**config.mk**
```make
export PLATFORM = sky130hd
export DESIGN_NAME = ptr_reader
export DESIGN_NICKNAME = d
export VERILOG_FILES = /design/src/rtl/ptr_pkg.sv /design/src/rtl/ptr_assembler.sv /design/src/rtl/ptr_reader.sv
export SDC_FILE = /design/constraint.sdc
export NUM_CORES = 1
export LEC_CHECK = 0
export ABC_AREA = 1
export CAP_MARGIN = 20
export CORE_UTILIZATION = 44
export CTS_CLUSTER_DIAMETER = 80
export CTS_CLUSTER_SIZE = 10
export DETAILED_ROUTE_END_ITERATION = 12
export HOLD_SLACK_MARGIN = 0.1
export PLACE_DENSITY = 0.78
export SYNTH_ARGS = -nofsm -noshare
export SYNTH_HDL_FRONTEND = slang
export SYNTH_HIERARCHICAL = 1
export SYNTH_SLANG_ARGS = --single-unit
export TNS_END_PERCENT = 100
```
**constraint.sdc**
```tcl
create_clock -name clk -period 2.4 [get_ports clk]
set_input_delay 0.72 -clock clk [delete_from_list [all_inputs] [get_ports clk]]
set_output_delay 0.72 -clock clk [all_outputs]
set_load 0.01 [all_outputs]
```
**src/rtl/ptr_pkg.sv**
```systemverilog
`default_nettype none
// ============================================================================
//  Module   : ptr_pkg
//  Purpose  : Shared constants for the PDP-6 paper-tape reader (device 104).
//             Status-word bit positions are given in PDP-6 numbering
//             (bit 0 = MSB of the 36-bit word); vbit() maps them to the
//             Verilog [35:0] index.
//  Revision : 1.0 - initial release
// ============================================================================
package ptr_pkg;

    localparam logic [6:0] PTR_DEVCODE     = 7'o104;

    localparam int         WORD_W          = 36;
    localparam int         FRAME_W         = 8;
    localparam int         FRAMES_PER_WORD = 6;
    localparam int         BITS_PER_FRAME  = 6;

    // Status bit indices, PDP-6 numbering
    localparam int         ST_EOT          = 29;
    localparam int         ST_BINARY       = 30;
    localparam int         ST_BUSY         = 31;
    localparam int         ST_FLAG         = 32;
    localparam int         ST_PIA_LSB      = 35;
    localparam int         PIA_W           = 3;

    // PDP-6 bit number -> Verilog bit index within a 36-bit word
    function automatic int vbit(input int pdp_bit);
        return WORD_W - 1 - pdp_bit;
    endfunction

endpackage
`default_nettype wire

```
**src/rtl/ptr_assembler.sv**
```systemverilog
`default_nettype none
// ============================================================================
//  Module   : ptr_assembler
//  Purpose  : Packs accepted tape frames into a 36-bit word.
//             Binary mode: frames without hole 8 are discarded, frames with
//             hole 8 contribute their low six bits; six of them make a word.
//             Alpha mode: each frame is a complete word (right-justified).
//  Ports    : clk, reset (sync, active-low)
//             clear     - drop the partial word (buffer and frame count)
//             accept    - a frame is being consumed this cycle
//             binary    - packing mode
//             data[7:0] - frame, bit 7 = hole 8
//             word[35:0]- assembly buffer
//             word_done - combinational: this accept completes a word
//  Revision : 1.0 - initial release
// ============================================================================
module ptr_assembler
    import ptr_pkg::*;
(
    input  logic               clk,
    input  logic               reset,
    input  logic               clear,
    input  logic               accept,
    input  logic               binary,
    input  logic [FRAME_W-1:0] data,
    output logic [WORD_W-1:0]  word,
    output logic               word_done
);

    logic [2:0] r_count;
    logic       w_hole8;
    logic       w_last;

    assign w_hole8   = data[FRAME_W-1];
    assign w_last    = (r_count == 3'(FRAMES_PER_WORD - 1));
    assign word_done = accept && (!binary || (w_hole8 && w_last));

    always_ff @(posedge clk) begin
        if (!reset) begin
            word    <= '0;
            r_count <= '0;
        end else if (clear) begin
            word    <= '0;
            r_count <= '0;
        end else if (accept) begin
            if (!binary) begin
                word    <= {{(WORD_W - FRAME_W){1'b0}}, data};
                r_count <= '0;
            end else if (w_hole8) begin
                word    <= {word[WORD_W-BITS_PER_FRAME-1:0], data[BITS_PER_FRAME-1:0]};
                r_count <= w_last ? 3'd0 : r_count + 3'd1;
            end
        end
    end

endmodule
`default_nettype wire

```
**src/rtl/ptr_reader.sv**
```systemverilog
`default_nettype none
// ============================================================================
//  Module   : ptr_reader
//  Purpose  : PDP-6 paper-tape reader on the IO bus. Pulls frames from a
//             tape-stream source, assembles words, raises flag / PI request.
//             The busy/flag pair is the state: IDLE (0/0), READING (busy),
//             DONE (flag).
//  Options  : PTR_EOT_EN - adds end-of-tape detection (status bit 29) after
//             EOT_CYCLES idle cycles while busy.
//  Ports    : clk, reset (sync, active-low)
//             iobus_ios[6:0]        - device select
//             iobus_cono_clear/set  - CONO pulses (set loads bits 30-35)
//             iobus_datai           - buffer read pulse
//             iobus_status          - CONI level
//             iobus_rdi_start       - read-in start (not gated by select)
//             iobus_iob_in[35:0]    - CPU data in
//             iobus_iob_out[35:0]   - device data out, 0 when not selected
//             iobus_pi_req[7:1]     - one-hot PI request (registered)
//             tape_valid/data/ready - frame stream handshake
//  Revision : 1.0 - initial release
// ============================================================================
module ptr_reader
    import ptr_pkg::*;
#(
    parameter logic [6:0] DEVCODE      = PTR_DEVCODE,
    parameter int         FRAME_CYCLES = 16,
    parameter int         EOT_CYCLES   = 256
) (
    input  logic               clk,
    input  logic               reset,
    input  logic [6:0]         iobus_ios,
    input  logic               iobus_cono_clear,
    input  logic               iobus_cono_set,
    input  logic               iobus_datai,
    input  logic               iobus_status,
    input  logic               iobus_rdi_start,
    input  logic [WORD_W-1:0]  iobus_iob_in,
    output logic [WORD_W-1:0]  iobus_iob_out,
    output logic [7:1]         iobus_pi_req,
    input  logic               tape_valid,
    input  logic [FRAME_W-1:0] tape_data,
    output logic               tape_ready
);

    localparam int PACE_W = (FRAME_CYCLES > 1) ? $clog2(FRAME_CYCLES) : 1;
    localparam int B_EOT  = vbit(ST_EOT);
    localparam int B_BIN  = vbit(ST_BINARY);
    localparam int B_BUSY = vbit(ST_BUSY);
    localparam int B_FLAG = vbit(ST_FLAG);
    localparam int B_PIA  = vbit(ST_PIA_LSB);

    logic              r_binary;
    logic              r_busy;
    logic              r_flag;
    logic [PIA_W-1:0]  r_pia;
    logic [PACE_W-1:0] r_pace;
    logic              r_eot;

    logic              w_sel;
    logic              w_datai;
    logic              w_clr;
    logic              w_set;
    logic              w_accept;
    logic              w_asm_clear;
    logic              w_word_done;
    logic              w_eot_fire;
    logic [WORD_W-1:0] w_buffer;
    logic [WORD_W-1:0] w_status;
    logic [7:1]        w_pi_next;
    logic              unused_iob;

    assign w_sel   = (iobus_ios == DEVCODE);
    assign w_datai = w_sel && iobus_datai;
    assign w_clr   = w_sel && iobus_cono_clear;
    assign w_set   = w_sel && iobus_cono_set;

    // DATAI wins over a coincident frame: the frame stays on offer.
    assign tape_ready = r_busy && (r_pace == '0) && !w_datai;
    assign w_accept   = tape_valid && tape_ready;

    // The partial word is discarded whenever a new read begins.
    assign w_asm_clear = w_datai || iobus_rdi_start ||
                         (w_set && iobus_iob_in[B_BUSY]);

    assign unused_iob = ^{iobus_iob_in[WORD_W-1:B_BIN+1]};

    ptr_assembler u_asm (
        .clk       (clk),
        .reset     (reset),
        .clear     (w_asm_clear),
        .accept    (w_accept),
        .binary    (r_binary),
        .data      (tape_data),
        .word      (w_buffer),
        .word_done (w_word_done)
    );

`ifdef PTR_EOT_EN
    localparam int IDLE_W = $clog2(EOT_CYCLES + 1);
    logic [IDLE_W-1:0] r_idle;

    // Fires on the EOT_CYCLES-th consecutive busy cycle with no frame offered.
    assign w_eot_fire = r_busy && !tape_valid && (r_idle == IDLE_W'(EOT_CYCLES - 1));

    always_ff @(posedge clk) begin
        if (!reset) begin
            r_idle <= '0;
        end else if (!r_busy || tape_valid || w_eot_fire) begin
            r_idle <= '0;
        end else begin
            r_idle <= r_idle + IDLE_W'(1);
        end
    end
`else
    logic [31:0] unused_eot_cycles;
    assign unused_eot_cycles = EOT_CYCLES;
    assign w_eot_fire        = 1'b0;
`endif

    always_comb begin
        w_status                    = '0;
        w_status[B_BIN]             = r_binary;
        w_status[B_BUSY]            = r_busy;
        w_status[B_FLAG]            = r_flag;
        w_status[B_PIA +: PIA_W]    = r_pia;
        w_status[B_EOT]             = r_eot;
    end

    always_comb begin
        iobus_iob_out = '0;
        if (w_datai) begin
            iobus_iob_out = w_buffer;
        end else if (w_sel && iobus_status) begin
            iobus_iob_out = w_status;
        end
    end

    always_comb begin
        w_pi_next = '0;
        if (r_flag && (r_pia != '0)) begin
            w_pi_next[r_pia] = 1'b1;
        end
    end

    // Later statements take priority: frame result, EOT, DATAI, CONO clear,
    // CONO set, read-in start.
    always_ff @(posedge clk) begin
        if (!reset) begin
            r_binary     <= 1'b0;
            r_busy       <= 1'b0;
            r_flag       <= 1'b0;
            r_pia        <= '0;
            r_pace       <= '0;
            r_eot        <= 1'b0;
            iobus_pi_req <= '0;
        end else begin
            if (w_accept) begin
                r_pace <= PACE_W'(FRAME_CYCLES - 1);
            end else if (r_pace != '0) begin
                r_pace <= r_pace - PACE_W'(1);
            end

            if (w_word_done) begin
                r_flag <= 1'b1;
                r_busy <= 1'b0;
            end
            if (w_eot_fire) begin
                r_eot  <= 1'b1;
                r_flag <= 1'b1;
                r_busy <= 1'b0;
            end
            if (w_datai) begin
                r_flag <= 1'b0;
                r_busy <= 1'b1;
                r_eot  <= 1'b0;
            end
            if (w_clr) begin
                r_binary <= 1'b0;
                r_busy   <= 1'b0;
                r_flag   <= 1'b0;
                r_pia    <= '0;
                r_eot    <= 1'b0;
            end
            if (w_set) begin
                r_binary <= iobus_iob_in[B_BIN];
                r_busy   <= iobus_iob_in[B_BUSY];
                r_flag   <= iobus_iob_in[B_FLAG];
                r_pia    <= iobus_iob_in[B_PIA +: PIA_W];
            end
            if (iobus_rdi_start) begin
                r_binary <= 1'b1;
                r_busy   <= 1'b1;
                r_flag   <= 1'b0;
                r_eot    <= 1'b0;
            end

            iobus_pi_req <= w_pi_next;
        end
    end

`ifndef PTR_EOT_EN
    // Without the option, eot is a constant-zero register.
`endif

endmodule
`default_nettype wire

```
Word level (Yosys, flattened, before mapping)
Index checks and enable logic that the tools add are counted.
{"block": "word_totals", "ff_bits": 56, "latch_bits": 0, "mem_bits_rw": 0, "romBits": 0, "out_inout_bits": 44, "wordCells": 70, "memories": 0}
{"block": "classes", "addsub": 2, "n_mul": 0, "n_div": 0, "order_cmp": 2, "n_eq_ne": 3, "n_shift": 0, "n_mux": 25, "n_bitwise": 1, "reduce_logical": 29}
{"op": "36-bit two-way mux", "count": 3}
{"op": "3-bit two-way mux", "count": 5}
{"op": "1-bit two-way mux", "count": 13}
{"op": "1-bit logical AND", "count": 12}
{"op": "4-bit two-way mux", "count": 2}
{"op": "4-bit nonzero test", "count": 2}
{"op": "7-bit equality test (second input constant)", "count": 1}
{"op": "6-bit two-way mux", "count": 1}
{"op": "3-bit nonzero test", "count": 2}
{"op": "5-bit nonzero test", "count": 1}
{"op": "4-bit zero test", "count": 1}
{"op": "3-bit by 4-bit < comparator with 1-bit output (second input constant)", "count": 1}
{"op": "2-bit AND reduction", "count": 2}
{"op": "2-bit nonzero test", "count": 2}
{"op": "2-bit OR reduction", "count": 2}
{"op": "4-bit by 1-bit subtractor with 4-bit output (second input constant)", "count": 1}
{"op": "3-bit by 1-bit adder with 3-bit output (second input constant)", "count": 1}
{"op": "1-bit demux with 3-bit select", "count": 1}
{"op": "3-bit equality test (second input constant)", "count": 1}
{"op": "3-bit by 1-bit greater-or-equal comparator with 1-bit output (second input constant)", "count": 1}
{"op": "1-bit logical OR", "count": 3}
{"op": "1-bit zero test", "count": 2}
{"op": "2-bit inequality test (second input constant)", "count": 1}
{"op": "1-bit inverter", "count": 1}

Depth between registers and ports, before layout
Gate-level depths: netlist of the first run.
{"block": "logic_depth", "depth_word": 11, "depth_mapped": 15, "depth_no_buf": 15}

Hierarchy
The synthesis of the first run kept the hierarchy.
{"module": "ptr_assembler", "n_inst": 1, "cells_per_inst": 195, "area_each_um2": 1540.2}
{"module": "ptr_reader", "n_inst": 1, "cells_per_inst": 182, "area_each_um2": 1107.3}

Worst setup path before layout of the first run
Ideal clock, no wire load.
{"block": "synth_timing", "path_kind": "input-to-output", "startpoint": "input port iobus_ios[1]", "endpoint": "output port iobus_iob_out[0]", "arrival_time_ns": 1.501, "setup_slack_ns": 0.179, "stages": 5, "cell_sequence": "nor2_1 -> nand2_2 -> nor2_8 -> nand2_2 -> o31ai_1"}
{"block": "synth_between", "elab_chain_len": 4, "elab_cells_between_ends": 5, "cone_classes": "eq/ne (1); mux (2); reduce/logical (2)"}
{"element": "start: declaration", "line": "ptr_reader.sv:31", "text": "input logic [6:0] iobus_ios,"}
{"element": "7-bit equality test (*)", "line": "ptr_reader.sv:72", "text": "assign w_sel = (iobus_ios == DEVCODE);"}
{"element": "1-bit logical AND", "line": "ptr_reader.sv:133", "text": "end else if (w_sel && iobus_status) begin"}
{"element": "6-bit two-way mux", "line": "ptr_reader.sv:133"}
{"element": "36-bit two-way mux (*)", "line": "ptr_reader.sv:131", "text": "if (w_datai) begin"}
{"element": "end: declaration", "line": "ptr_reader.sv:38", "text": "output logic [WORD_W-1:0] iobus_iob_out,"}
Mark *: on every way between the ends. The rest lies on a longest branch, timed or not.

Worst setup path in the final report of the first run
{"block": "layout_timing", "startpoint": "input port iobus_ios[4]", "endpoint": "output port iobus_iob_out[2]"}
Same word-level chain as after synthesis.

==> metrics.md, run 1 <==
| Metric | Value |
|---|---|
| CTS Buf Count | `5` |
| Max Cap Viol | `0` |
| Cell Chain, Critical Path | `buf_6, nor2_4, nand2_2, nor2_8, buf_6, buf_8, nand3_2, o31ai_2, buf_2` |
| Reg clk slew, reported paths | `roughly 0.09 ns` |
| Pre-Repair DR Iteration Count | `4` |
| Layout cells sized above 1 | `31.99%` |
| Placed cell count | `about 520` |
| Leakage | `1.535 nW` |
| Area occupied by multi-input gates | `1530 µm²` |
| Congestion Overflow GR | `0` |
| Hold Path Class | `flop to flop` |
| Vias in the first global route | `~2600` |
| Pwr Density | `roughly 500 nW/µm²` |
| Post-cts hold buffer count | `0` |
| Residual DRC | `0` |
| Synthesized flop and latch total | `56` |
| Die W | `79.57 µm` |
| Post-layout min period | `approximately 2.5 ns` |
| Worst flop-to-flop path startpoint | `r_pace[0]` |
| Post-layout util | `71.52%` |
| Largest net degree at the start of global routing | `30` |
| Antenna cells | `0` |
| DR vias/cell | `roughly 5` |
| Fin Hold WS | `approximately 0.47 ns` |
| Core Footprint | `~5600 µm²` |
| Rel. slew slack | `roughly four fifths` |
| Via Count | `between 2000 and 3000` |
| FP Rows | `27` |
| Dpl hpwl | `~4300 µm` |
| Worst VDD drop | `roughly 0.36 mV` |
| DR iter-0 viols | `142` |
| Antenna-violating nets left | `0` |
| WS Path Type | `input port to output pin` |
| CP Launch Type | `input port` |
| Worst slack at placement | `-0.7606 ns` |
| Critical path arrival | `between 1.5 and 2 ns` |
| Worst Tran Pin Value | `0.2917 ns` |
| Crit path launch | `iobus_ios[4]` |
| Fin crit share | `102.5%` |
| Root buf cell | `clkbuf_8` |
| Crit path largest cell delay | `about 0.17 ns` |
| Yosys cell types | `26` |
| Sequential area share after synthesis | `a little over two fifths` |
| CP required | `~1.7 ns` |
| Clock sinks | `between 50 and 60` |
| Gate Count Post-Synth | `roughly 380` |
| Syn_area_per_cell | `between 7 and 8 µm²` |
| Fin. Hold Viols | `0` |
| First-pass GRT wire length | `approximately 11000 µm` |
| Most frequent CP cell | `buf_6` |
| H-tree depth | `2` |
| Max Slew Vio Count | `0` |
| WL/cell | `about 14 µm` |
| Min-delay src | `u_asm/word[30]` |
| Failing checks | `setup timing` |
| Area grow syn2layout | `52.41%` |
| Final setup fails | `10` |
| Synth Warn # | `6` |
| Die ar. | `6331 µm²` |
| Design area | `around 4000 µm²` |
| Mapped Area | `between 2000 and 3000 µm²` |
| Max Fanout on Critical Path | `6` |
| I/O Pins | `between 100 and 150` |
| Setup ws final | `-0.05965 ns` |
| Crit path capture type | `output pin` |
| Routed wire length | `approximately 7400 µm` |
| Placed cell areas | `around 3600 µm²` |
| Post-Layout Cell Count | `544` |
| Mapped Nets | `roughly 440` |
| Max Root-Sink Buffers | `2` |
| Final #Nets | `532` |
| Register area | `approximately 1100 µm²` |
| Starting Density | `between 40% and 50%` |
| Buffers on Ports | `72` |
| Routability cong. | `roughly 0.88` |
| Fill count | `~460` |
| RSZ-0062 raised after global routing | `true` |
| Slowest CP cell | `buf_2` |
| Clock latency on the worst-skew pair | `approximately 0.30 ns` |
| Clock skew | `0.009728 ns` |
| CTS tree | `yes` |
| Max Freq | `between 400 and 500 MHz` |
| Chip height | `79.57 µm` |
| Status | `finished with violations` |
| Antenna violations before repair | `0` |
| GRT Util Overall | `23.16%` |
-- repair_timing --
action	in CTS	in global routing
cloned	3	1
pin swaps	9	12
gates resized for setup	229	55
endpoints found under the setup margin	37	74
setup buffers	9	6
-- cell families (layout without fill, tap and decap cells) --
| group | count (synthesis) | count (layout) | synth area share, % |
|---|---|---|---|
| simple gates | 187 | 187 | 30.43 |
| flops | 56 | 56 | 42.34 |
| buf+inv | 71 | 166 | 11.86 |
| fa+ha+maj | 2 | 2 | 0.9450 |
| compound gates | 58 | 58 | 13.42 |
| xor+xnor | 3 | 3 | 0.9926 |
-- Yosys cell counts (all sizes together) --
cell    instances  area [µm²]
clkbuf          3       11.26
o21ai          15       86.33
dfxtp          56        1121
nand3          21       115.1
xor2            2       17.52
nor3            3       20.02
ha              2       25.02
a31oi           1       6.260
nor2           66       271.5
o31ai           6       45.04
nand2          97       399.1
inv            56       210.2
buf            12       92.58
xnor2           1       8.760
a21oi          36       217.7
-- stage by stage --
stage          setup TNS, ns  total power (W)
2_1_floorplan              0         0.001269
3_3_place_gp          -34.52         0.001403
3_5_place_dp          -36.69         0.001417
4_1_cts               -2.615         0.002018
5_1_grt               -1.632         0.002149
6_report             -0.2848         0.002036
-- state kept, by name, summed over array words and instances (netlist names) --
name	flops
r_pace	4
r_busy	1
r_pia	3
iobus_pi_req	7
u_asm/word	36
r_binary	1
r_flag	1
u_asm/r_count	3
-- critical path, delay by kind of cell --
| family | cells | cell delay, ns |
|---|---|---|
| AO/OA/AOI/OAI | 1 | 0.07 |
| buffers and inverters | 4 | 0.54 |
| AND/OR/NAND/NOR | 4 | 0.40 |
-- metal layers --
| layer | vias up | GRT usage (%) | part of all wire, % | wire length (µm) |
|---|---|---|---|---|
| li1 | 1350 | - | - | - |
| met4 | 0 | 10.00 | 2.0 | 146 |
| met1 | 1248 | 27.84 | 42 | 3103 |
| met5 | - | 0 | 0 | 0 |
| met2 | 97 | 40.77 | 52 | 3805 |
| met3 | 16 | 3.200 | 4.1 | 302 |
-- path summary, 6_finish.rpt --
check                          end  slack [ns]  cells past startpoint
hold / removal      u_asm/word[30]        0.47                      2
setup reg to reg    u_asm/word[22]        0.35                     12
hold reg to reg     u_asm/word[30]        0.47                      2
setup / recovery  iobus_iob_out[2]       -0.06                      9
-- report_power, final --
| part | switching (W) | internal, W |
|---|---|---|
| Combinational | 0.000243 | 0.000187 |
| Clock | 0.000295 | 0.000310 |
| Sequential | 0.0000301 | 0.000971 |
-- cell usage in the layout, fill, tap and decap left out, drive strengths merged --
cell type      netlist  layout
a21oi               36      36
a31oi                1       1
buf                 12      72
bufinv               0       1
clkbuf               3       9
clkdlybuf4s50        0      26
clkinv               0       1
dfxtp               56      56
dlymetal6s2s         0       1
ha                   2       2
inv                 56      56
nand2               97      97
nand3               21      21
nor2                66      66
nor3                 3       3
o21ai               15      15
o31ai                6       6
xnor2                1       1
xor2                 2       2
-- cell type report --
class                   instances  area share, %
repair buffers                102          24.19
well taps                      72          2.233
flip-flops and latches         56          27.78
multi-input cells             250          37.92
inverters                      56          5.209
clock buffers                   6          1.798
clock inverters                 2         0.8682
No activity file was read; power rests on OpenSTA's default activity.
==> run 2, diff against run 1 <==
--- a/config.mk
+++ b/config.mk
@@ -7,12 +7,13 @@
 export LEC_CHECK = 0
 export ABC_AREA = 1
 export CAP_MARGIN = 20
-export CORE_UTILIZATION = 44
-export CTS_CLUSTER_DIAMETER = 80
+export CORE_UTILIZATION = 60
 export CTS_CLUSTER_SIZE = 10
 export DETAILED_ROUTE_END_ITERATION = 12
+export DONT_BUFFER_PORTS = 1
 export HOLD_SLACK_MARGIN = 0.1
-export PLACE_DENSITY = 0.78
+export PLACE_DENSITY = 0.73
+export REMOVE_ABC_BUFFERS = 1
 export SYNTH_ARGS = -nofsm -noshare
 export SYNTH_HDL_FRONTEND = slang
 export SYNTH_HIERARCHICAL = 1
==> run 2 against run 1 <==
Compared with the run above:
- the flow still finishes with violations (setup timing)
- global-route usage rose by 0.55 points
- cell count fell by 18%
- register-to-register slack barely moved
- critical path type unchanged
- highest routed layer unchanged
==> metrics.md, run 2 (synthesis gave the netlist of run 1 again) <==
| Metric | Value |
|---|---|
| Worst VDD drop | `0.7071 mV (was 0.3648 mV)` |
| Max Cap Viol | `0 (unchanged)` |
| Failing checks | `setup timing (unchanged)` |
| Clock skew | `0.008210 ns (was 0.009728 ns)` |
| I/O Pins | `103 (unchanged)` |
| Critical path arrival | `1.68 ns (was 1.74 ns)` |
| TNS Setup | `-0.0007232 ns (was -0.2848 ns)` |
| CTS Buf Count | `5 (unchanged)` |
| Worst flop-to-flop path startpoint | `r_pace[0] (unchanged)` |
| Antenna-violating nets left | `0 (unchanged)` |
| Max Fanout on Critical Path | `6 (unchanged)` |
| DR vias/cell | `5.115 (was 4.983)` |
| Vias in the first global route | `1948 (was 2562)` |
| Post-layout min period | `2.401 ns (was 2.460 ns)` |
| Via Count | `2271 (was 2711)` |
| CP Launch Type | `input port (unchanged)` |
| Setup ws final | `-0.0007232 ns (was -0.05965 ns)` |
| Routed wire length | `5278 µm (was 7357 µm)` |
| GRT Util Overall | `23.70% (was 23.16%)` |
| Crit path launch | `iobus_ios[5] (was iobus_ios[4])` |
| Layout cells sized above 1 | `15.48% (was 31.99%)` |
| Most frequent cells in the layout | `nand2_1 (83), nor2_1 (64), inv_1 (56), dfxtp_1 (56), a21oi_1 (26) (was nand2_1 (79), dfxtp_1 (56), inv_1 (55))` |
| Worst Tran Pin Value | `0.8761 ns (was 0.2917 ns)` |
| Design area | `2893 µm² (was 4035 µm²)` |
| Routability cong. | `0.7975 (was 0.8794)` |
| Antenna violations before repair | `0 (unchanged)` |
| Pre-Repair DR Iteration Count | `4 (unchanged)` |
| DR iter-0 viols | `137 (was 142)` |
| Leakage | `1.087 nW (was 1.535 nW)` |
| Residual DRC | `0 (unchanged)` |
| First-pass GRT wire length | `8169 µm (was 11470 µm)` |
| H-tree depth | `2 (unchanged)` |
| Hold Path Class | `flop to flop (unchanged)` |
| Top flop regs | `u_asm/word x36, iobus_pi_req x7, r_pace x4 (unchanged)` |
| FP Rows | `23 (was 27)` |
| Max reg flops | `36 (unchanged)` |
| Clock sinks | `56 (unchanged)` |
| Fin crit share | `100.0% (was 102.5%)` |
| Status | `finished with violations (unchanged)` |
| Largest net degree at the start of global routing | `37 (was 30)` |
| RSZ-0062 raised after global routing | `true (unchanged)` |
| Die ar. | `4682 µm² (was 6331 µm²)` |
| Core Footprint | `4115 µm² (was 5642 µm²)` |
| Max Freq | `416.5 MHz (was 406.6 MHz)` |
| Clock latency on the worst-skew pair | `0.31 ns (was 0.30 ns)` |
| Leading cell type in the layout, fill and taps excluded | `nand2_1 (unchanged)` |
| Chip height | `68.43 µm (was 79.57 µm)` |
| Final setup fails | `1 (was 10)` |
| Antenna cells | `0 (unchanged)` |
| CP required | `1.68 ns (about the same)` |
| Congestion Overflow GR | `0 (unchanged)` |
| WS Path Type | `input port to output pin (unchanged)` |
| Pwr Density | `620.4 nW/µm² (was 504.6 nW/µm²)` |
| Min-delay src | `u_asm/word[30] (unchanged)` |
| Reg with most FFs | `u_asm/word (unchanged)` |
| Worst slack at placement | `-0.005214 ns (was -0.7606 ns)` |
| Dpl hpwl | `3631 µm (was 4296 µm)` |
| Reg clk slew, reported paths | `0.09 ns (about the same)` |
| Rel. slew slack | `41.37% (was 80.53%)` |
| Crit path capture type | `output pin (unchanged)` |
| Max Root-Sink Buffers | `2 (unchanged)` |
| Buffers on Ports | `0 (was 72)` |
| Die W | `68.43 µm (was 79.57 µm)` |
| Starting Density | `64.34% (was 46.93%)` |
| Root buf cell | `clkbuf_8 (unchanged)` |
| Placed cell areas | `2791 µm² (was 3565 µm²)` |
| Area grow syn2layout | `9.263% (was 52.41%)` |
| Max Slew Vio Count | `0 (unchanged)` |
| Fin. Hold Viols | `0 (unchanged)` |
| Final #Nets | `455 (was 532)` |
| WL/cell | `11.89 µm (was 13.52 µm)` |
| CTS tree | `yes (unchanged)` |
-- run 2: changes by cell type in the layout (fill, tap and decap cells not counted), sizes merged --
cell,delta
clkinvlp,+1
clkbuf,-4
clkdlybuf4s50,-26
bufinv,-1
buf,-48
-- run 2: what timing repair did --
action,in CTS,in global routing
setup buffers,0,2
endpoints found under the setup margin,0,7
gates resized for setup,0,0
hold buffers,0,0
-- run 2: power by group --
| part | switching, W | internal [W] |
|---|---|---|
| combinational | 0.000191 | 0.000109 |
| clock | 0.000299 | 0.000198 |
| sequential | 0.0000267 | 0.000971 |
-- run 2: layout make-up --
type                    count  area, µm²
well taps                  50      62.56
flip-flops and latches     56       1121
clock inverters             2      12.51
repair buffers             25      205.2
multi-input cells         250       1212
fillers                   384       1222
inverters                  56      210.2
clock buffers               5      68.82
-- run 2: per-stage QoR --
| step | std cells | util (%) | hold slack [ns] | power [W] |
|---|---|---|---|---|
| floorplan | 362 | - | 0.4409 | 0.001256 |
| global placement | 435 | 67.83 | 0.4488 | 0.001304 |
| detailed placement | 435 | 67.83 | 0.4577 | 0.001313 |
| CTS | 442 | 69.81 | 0.4735 | 0.001803 |
| global route | 444 | 70.29 | 0.4936 | 0.001893 |
| finish | 444 | 70.29 | 0.4702 | 0.001795 |
-- run 2: path summary, 6_finish.rpt --
| kind | to | slack [ns] | cells past startpoint |
|---|---|---|---|
| max | iobus_iob_out[4] | -0.0007 | 6 |
| min | u_asm/word[30] | 0.47 | 2 |
| max reg2reg | r_busy | 0.35 | 15 |
| min reg2reg | u_asm/word[30] | 0.47 | 2 |
-- run 2: per-layer routing --
| metal | GRT usage [%] | share of wire (%) | wire length (µm) |
|---|---|---|---|
| met1 | 26.43 | 46 | 2421 |
| met2 | 42.16 | 47 | 2463 |
| met3 | 5.000 | 5.4 | 283 |
| met4 | 11.72 | 2.1 | 109 |
| met5 | 0 | 0 | 0 |
-- run 2: critical path, cell delays in order --
cell and delay [ns]:
nor2_1 0.11, nand2_2 0.10, nor2_8 0.16, nand2_2 0.11, o31ai_1 0.28, buf_4 0.18
